File: src/rtl/sumsq_feed_pkg.sv
// rtl/sumsq_feed_pkg.sv - shared defaults, state encoding and saturation helpers
package sumsq_feed_pkg;

  localparam int WIDTH_DEF = 16;
  localparam int FBITS_DEF = 8;

  typedef enum logic [2:0] {
    IDLE  = 3'd0,
    MUL_A = 3'd1,
    MUL_B = 3'd2,
    FINAL = 3'd3,
    HOLD  = 3'd4
  } state_t;

  // True when r does not fit in w unsigned bits.
  function automatic logic sat_ovf(input logic [63:0] r, input int unsigned w);
    return (r >> w) != 64'd0;
  endfunction

  // Clamp r to the largest w-bit unsigned value.
  function automatic logic [63:0] sat_clip(input logic [63:0] r, input int unsigned w);
    if (sat_ovf(r, w)) return (64'd1 << w) - 64'd1;
    return r;
  endfunction

endpackage

File: src/rtl/sumsq_feed_if.sv
// rtl/sumsq_feed_if.sv - operand request, result and downstream root-unit handshake
interface sumsq_feed_if import sumsq_feed_pkg::*; #(
  parameter int WIDTH = WIDTH_DEF
);
  logic             start;
  logic [WIDTH-1:0] a;
  logic [WIDTH-1:0] b;
  logic             busy;
  logic             valid;
  logic [WIDTH-1:0] sumsq;
  logic             ovf;
  logic [WIDTH-1:0] rad;
  logic             rad_start;
  logic             ds_busy;

  modport master (
    output start, a, b, ds_busy,
    input  busy, valid, sumsq, ovf, rad, rad_start
  );

  modport slave (
    input  start, a, b, ds_busy,
    output busy, valid, sumsq, ovf, rad, rad_start
  );
endinterface

File: src/rtl/sumsq_feed_seq_square.sv
// rtl/sumsq_feed_seq_square.sv - WIDTH-cycle shift-add squarer, accumulator lives in the parent
module sumsq_feed_seq_square #(
  parameter int WIDTH = 16
) (
  input  logic               clk,
  input  logic               rst,
  input  logic               load,
  input  logic               step,
  input  logic [WIDTH-1:0]   operand,
  output logic [2*WIDTH-1:0] addend,
  output logic               done
);
  localparam int CW = $clog2(WIDTH);

  logic [2*WIDTH-1:0] mcand;
  logic [WIDTH-1:0]   mplier;
  logic [CW-1:0]      cnt;

  // Load takes priority so the last step of one square can reload the next operand.
  always_ff @(posedge clk) begin
    if (rst) begin
      mcand  <= '0;
      mplier <= '0;
      cnt    <= '0;
    end else if (load) begin
      mcand  <= {{WIDTH{1'b0}}, operand};
      mplier <= operand;
      cnt    <= '0;
    end else if (step) begin
      mcand  <= mcand << 1;
      mplier <= mplier >> 1;
      cnt    <= cnt + 1'b1;
    end
  end

  assign addend = mplier[0] ? mcand : '0;
  assign done   = (cnt == CW'(WIDTH - 1));

endmodule

File: src/rtl/sumsq_feed.sv
// rtl/sumsq_feed.sv - sequential a^2+b^2 with saturation, feeding the root unit
module sumsq_feed import sumsq_feed_pkg::*; #(
  parameter int WIDTH = WIDTH_DEF,
  parameter int FBITS = FBITS_DEF
) (
  input  logic         clk,
  input  logic         rst,
  sumsq_feed_if.slave  bus
);
  localparam int ACC_W = 2 * WIDTH + 1;

  state_t             state;
  state_t             state_d;
  logic [ACC_W-1:0]   acc;
  logic [WIDTH-1:0]   b_lat;
  logic [WIDTH-1:0]   sumsq_q;
  logic               ovf_q;
  logic               valid_q;
  logic               rad_start_q;

  logic               sq_load;
  logic               sq_step;
  logic [WIDTH-1:0]   sq_operand;
  logic [2*WIDTH-1:0] sq_addend;
  logic               sq_done;
  logic               acc_clr;
  logic               acc_add;
  logic               fin;
  logic               issue;
  logic [63:0]        r_wide;

  sumsq_feed_seq_square #(.WIDTH(WIDTH)) u_square (
    .clk     (clk),
    .rst     (rst),
    .load    (sq_load),
    .step    (sq_step),
    .operand (sq_operand),
    .addend  (sq_addend),
    .done    (sq_done)
  );

  assign r_wide = 64'(acc >> FBITS);

  // Next-state and per-cycle control strobes.
  always_comb begin
    state_d    = state;
    sq_load    = 1'b0;
    sq_step    = 1'b0;
    sq_operand = bus.a;
    acc_clr    = 1'b0;
    acc_add    = 1'b0;
    fin        = 1'b0;
    issue      = 1'b0;
    unique case (state)
      IDLE: begin
        if (bus.start) begin
          sq_load = 1'b1;
          acc_clr = 1'b1;
          state_d = MUL_A;
        end
      end
      MUL_A: begin
        sq_step = 1'b1;
        acc_add = 1'b1;
        if (sq_done) begin
          sq_load    = 1'b1;
          sq_operand = b_lat;
          state_d    = MUL_B;
        end
      end
      MUL_B: begin
        sq_step = 1'b1;
        acc_add = 1'b1;
        if (sq_done) state_d = FINAL;
      end
      FINAL: begin
        fin = 1'b1;
        if (!bus.ds_busy) begin
          issue   = 1'b1;
          state_d = IDLE;
        end else begin
          state_d = HOLD;
        end
      end
      HOLD: begin
        if (!bus.ds_busy) begin
          issue   = 1'b1;
          state_d = IDLE;
        end
      end
      default: state_d = IDLE;
    endcase
  end

  // State, accumulator and registered result/handshake outputs.
  always_ff @(posedge clk) begin
    if (rst) begin
      state       <= IDLE;
      acc         <= '0;
      b_lat       <= '0;
      sumsq_q     <= '0;
      ovf_q       <= 1'b0;
      valid_q     <= 1'b0;
      rad_start_q <= 1'b0;
    end else begin
      state       <= state_d;
      valid_q     <= fin;
      rad_start_q <= issue;
      if (acc_clr) begin
        acc   <= '0;
        b_lat <= bus.b;
      end else if (acc_add) begin
        acc <= acc + {1'b0, sq_addend};
      end
      if (fin) begin
        sumsq_q <= WIDTH'(sat_clip(r_wide, WIDTH));
        ovf_q   <= sat_ovf(r_wide, WIDTH);
      end
    end
  end

  assign bus.busy      = (state != IDLE);
  assign bus.valid     = valid_q;
  assign bus.sumsq     = sumsq_q;
  assign bus.rad       = sumsq_q;
  assign bus.ovf       = ovf_q;
  assign bus.rad_start = rad_start_q;

endmodule

File: src/flat_wrapper.sv
// flat-port wrapper written by rule: the top's interface ports become plain ports
module sumsq_feed_flat import sumsq_feed_pkg::*;
#(
  parameter int WIDTH = WIDTH_DEF,
  parameter int FBITS = FBITS_DEF
)
  (clk, rst, bus_start, bus_a, bus_b, bus_ds_busy, bus_busy, bus_valid, bus_sumsq, bus_ovf, bus_rad, bus_rad_start);
  sumsq_feed_if #(.WIDTH(WIDTH)) bus_i ();
  input  logic clk;
  input  logic rst;
  input wire logic [$bits(bus_i.start)-1:0] bus_start;
  input wire logic [$bits(bus_i.a)-1:0] bus_a;
  input wire logic [$bits(bus_i.b)-1:0] bus_b;
  input wire logic [$bits(bus_i.ds_busy)-1:0] bus_ds_busy;
  output wire logic [$bits(bus_i.busy)-1:0] bus_busy;
  output wire logic [$bits(bus_i.valid)-1:0] bus_valid;
  output wire logic [$bits(bus_i.sumsq)-1:0] bus_sumsq;
  output wire logic [$bits(bus_i.ovf)-1:0] bus_ovf;
  output wire logic [$bits(bus_i.rad)-1:0] bus_rad;
  output wire logic [$bits(bus_i.rad_start)-1:0] bus_rad_start;
  assign bus_i.start = bus_start;
  assign bus_i.a = bus_a;
  assign bus_i.b = bus_b;
  assign bus_i.ds_busy = bus_ds_busy;
  assign bus_busy = bus_i.busy;
  assign bus_valid = bus_i.valid;
  assign bus_sumsq = bus_i.sumsq;
  assign bus_ovf = bus_i.ovf;
  assign bus_rad = bus_i.rad;
  assign bus_rad_start = bus_i.rad_start;
  sumsq_feed #(.WIDTH(WIDTH), .FBITS(FBITS)) u_core (.clk(clk), .rst(rst), .bus(bus_i));
endmodule
File: config.mk
export PLATFORM = sky130hd
export DESIGN_NAME = sumsq_feed_flat
export DESIGN_NICKNAME = d
export VERILOG_FILES = /design/src/rtl/sumsq_feed_pkg.sv /design/src/rtl/sumsq_feed_if.sv /design/src/rtl/sumsq_feed_seq_square.sv /design/src/rtl/sumsq_feed.sv /design/src/flat_wrapper.sv
export SDC_FILE = /design/constraint.sdc
export NUM_CORES = 1
export LEC_CHECK = 0
export ABC_AREA = 1
export CORE_UTILIZATION = 45
export CTS_BUF_LIST = sky130_fd_sc_hd__clkbuf_8
export DETAILED_ROUTE_END_ITERATION = 8
export HOLD_SLACK_MARGIN = 0.12
export PLACE_DENSITY = 0.67
export RECOVER_POWER = 50
export SYNTH_ARGS = -nofsm -noshare
export SYNTH_HDL_FRONTEND = slang
export SYNTH_HIERARCHICAL = 1
export SYNTH_SLANG_ARGS = --single-unit
File: constraint.sdc
create_clock -name clk -period 2.3 [get_ports clk]
set_input_delay 0.46 -clock clk [delete_from_list [all_inputs] [get_ports clk]]
set_output_delay 0.46 -clock clk [all_outputs]
set_load 0.005 [all_outputs]
==> metrics.cfg <==
[timing]
fin_crit_ns=2.17
hold_violations=0
rsz0062_at_grt=yes
finalSetupTns_ns=0
fmax_mhz=460
fin_worst_skew_ns=0.0127
tightest_slew_ns=1.11
setup_viol=0
maxSlewHeadroom=0.258
period_share=0.946
whs_ns=0.449
drv_slew=0

[pwr]
power.internal_mw=5.48
power_frac_seq=0.337
power_switching_mw=3.77
combPwrFrac=0.416
leakage_nw=5.13
p_total_mw=9.25
p_clk_frac=0.247
p_sw_frac=0.407
power.density_nw_per_um2=993
ir_drop_mv=0.551

[clocking]
cts_sinks=123
cts.path.max_buffers=2
numCtsBuffers=17
path_clk_slew_ns=0.08
ctsHtreeMaxLevel=4
cts-root-buf=clkbuf_8
hold_buffers=0
tritoncts=yes
insertion_delay_ns=0.46

[route]
drcViolationCount=0
finalWirelength_um=20200
first_pass_iters=5
routedWlPerCell_um=12.6
final_antenna_net_count=0
viasPerCell=4.78
drtIter0Drc=549
via_count=7658

[critical_path]
crit_required_ns=2.66
crit_chain=buf_12 > nand2_1 > inv_1 > ha_1 > nand2_1 > inv_1 > a21oi_1 > nand2_2 > nand2_1 > nand2_2 > nand2_1 > nand2_1 > nand2_1 > nand3_1 > nand2_1 > inv_1
start_kind=register
cp.buffers_inverters=4
cp_max_fo=17
endpoint_kind=register
crit_path_max_incr_delay_ns=0.36
path_class=register to register
crit_slowest_cell=dfxtp_4
cp_top_family=simple AND/OR/NAND/NOR gates
cpMostUsedCell=nand2_1
arrival_ns=2.53

[cells_and_area]
syn2layout_area_growth_pct=16.4
multi_input_area_sq_um=4190
num_antenna_cells=0
drive_above_1_share=0.0632
finalNetCount=1434
regArea_sq_um=2470
n_fill_cell=1763

[global_routing]
grt_max_degree=68
gr-usage-all-layers=0.238
grt_antenna_before_repair=0
grt_pass1_vias=7053
grt_pass1_wl_um=34100
grt.overflow.total=0

[die]
chipWidth_um=135
rows=48
start_util=0.462
die_h_um=135
core_area_sq_um=17300
dieArea_sq_um=18300
ios=72

[run_status]
status=finished clean

[synthesis]
syn-cell-area_sq_um=8000
synth_fp_nets=1384
synth.avg_cell_area_sq_um=6.09
netlist_instances=1314
yosysUniqueCellTypes=36
ys_ff_latch=123
synth_warnings=6
ys_seq_area_frac=0.308

[place]
place.gp.congestion=0.938
dpl.hpwl_um=15200
port_buffers=71

[job]
max_cap_viol_count=0

[min_path]
min_path_type=register to register

[through the flow]
| step | setup slack, ns | cell area (sq um) | util | instances |
|---|---|---|---|---|
| 2_1_floorplan | 0.154 | 8000 | - | 1314 |
| 3_3_place_gp | 0.107 | 8770 | 0.507 | 1567 |
| 3_5_place_dp | 0.0823 | 8770 | 0.507 | 1567 |
| 4_1_cts | 0.0633 | 9240 | 0.534 | 1599 |
| 5_1_grt | -0.0695 | 9310 | 0.538 | 1602 |
| 6_report | 0.125 | 9310 | 0.538 | 1602 |
[cell usage after synthesis]
library cell | instances | share of area
and2_1 | 2 | 0.0016
nand2_2 | 9 | 0.0070
nand3_1 | 92 | 0.058
and3_1 | 3 | 0.0023
xnor2_1 | 1 | 0.0011
a21oi_2 | 1 | 0.0011
fa_1 | 1 | 0.0025
o21ai_0 | 57 | 0.036
o21ai_1 | 8 | 0.0050
nor2_1 | 81 | 0.038
or2_0 | 1 | 0.00078
o21bai_1 | 1 | 0.00094
nand3_2 | 5 | 0.0063
o221ai_1 | 7 | 0.0077
ha_1 | 33 | 0.052
buf_2 | 21 | 0.013
nor2_2 | 5 | 0.0039
inv_1 | 256 | 0.12
inv_2 | 4 | 0.0019
inv_4 | 1 | 0.00078
nor2_8 | 2 | 0.0050
nand3b_2 | 1 | 0.0014
a21oi_1 | 87 | 0.054
a21o_1 | 1 | 0.00094
nor3b_1 | 1 | 0.00094
nor4_1 | 2 | 0.0016
xor2_1 | 13 | 0.014
nand3b_1 | 1 | 0.00094
nand4_1 | 2 | 0.0016
buf_6 | 12 | 0.017
buf_4 | 18 | 0.017
dfxtp_1 | 123 | 0.31
nand2_1 | 448 | 0.21
a211oi_2 | 1 | 0.0016
nor3_1 | 2 | 0.0013
clkbuf_1 | 11 | 0.0052
[what timing repair did]
item / in CTS / in global routing
setup endpoints to repair: 0 / 22
resized for setup: 0 / 12
endpoints found under the hold margin: 0 / 0
setup buffers: 0 / 2
[sequential cells by signal (all words and copies together) (netlist names)]
signal / cells
u_core/acc: 33
u_core/b_lat: 16
u_core/bus.ovf: 1
u_core/bus.rad: 16
u_core/bus.rad_start: 1
u_core/bus.valid: 1
u_core/state: 3
u_core/u_square/cnt: 4
u_core/u_square/mcand: 32
u_core/u_square/mplier: 16
[logic make-up (layout without fill, tap and decap cells)]
kind of cell / after synthesis / after routing / synth area share
compound gates: 163 / 163 / 0.107
buf+inv: 323 / 386 / 0.175
simple gates: 657 / 657 / 0.340
flops: 123 / 123 / 0.308
xor+xnor: 14 / 14 / 0.0153
fa+ha+maj: 34 / 34 / 0.0541
[final timing paths]
check,startpoint,end,slack (ns),cells past startpoint
setup reg to reg,u_core/u_square/mplier[0]$_SDFFE_PP0P_,u_core/acc[24]$_SDFFE_PP0P_,0.13,16
hold / removal,u_core/b_lat[5]$_SDFFE_PP0P_,u_core/b_lat[5]$_SDFFE_PP0P_,0.45,2
hold reg to reg,u_core/b_lat[5]$_SDFFE_PP0P_,u_core/b_lat[5]$_SDFFE_PP0P_,0.45,2
setup / recovery,u_core/u_square/mplier[0]$_SDFFE_PP0P_,u_core/acc[24]$_SDFFE_PP0P_,0.13,16
[cells in the final DEF, fill, tap and decap left out, drive strengths merged, types with 2 or more instances in the layout]
master,n
a21oi,88
and2,2
and3,3
buf,18
bufinv,5
clkbuf,22
clkdlybuf4s50,70
clkinvlp,2
dfxtp,123
ha,33
inv,267
nand2,457
nand3,97
nand3b,2
nand4,2
nor2,88
nor3,2
nor4,2
o21ai,65
o221ai,7
xor2,13
[area by class of cell]
class                      instances  share of cell area
clock buffer                      18              0.0266
clock inverter                    14              0.0232
inverter                         261               0.105
multi-input combinational        868               0.449
sequential                       123               0.265
tap                              225              0.0302
timing repair buffer              93               0.100
[power groups by stage]
stage	Combinational [mW]	Clock [mW]	Sequential, mW
2_1_floorplan	2.95	0	3.01
4_1_cts	3.84	2.34	3.11
5_1_grt	4.37	2.43	3.20
3_3_place_gp	3.79	0	3.15
6_report	3.85	2.28	3.12
3_5_place_dp	3.82	0	3.16
[worst register-to-register path: cells and delay by family (launching register included)]
family | cells | cell delay (ns)
flip-flops | 1 | 0.36
buffers and inverters | 4 | 0.33
adder cells (fa/ha/maj) | 1 | 0.34
AO/OA/AOI/OAI | 1 | 0.18
AND/OR/NAND/NOR | 10 | 0.88
[per-layer routing]
| layer | up-vias | wire [um] | GRT usage |
|---|---|---|---|
| met3 | 30 | 989 | 0.0498 |
| met5 | - | 0 | 0 |
| met4 | 0 | 435 | 0.0849 |
| met2 | 173 | 9170 | 0.387 |
| li1 | 4081 | - | - |
| met1 | 3374 | 9640 | 0.310 |
Note: power is estimated with default switching activity, not from simulation.
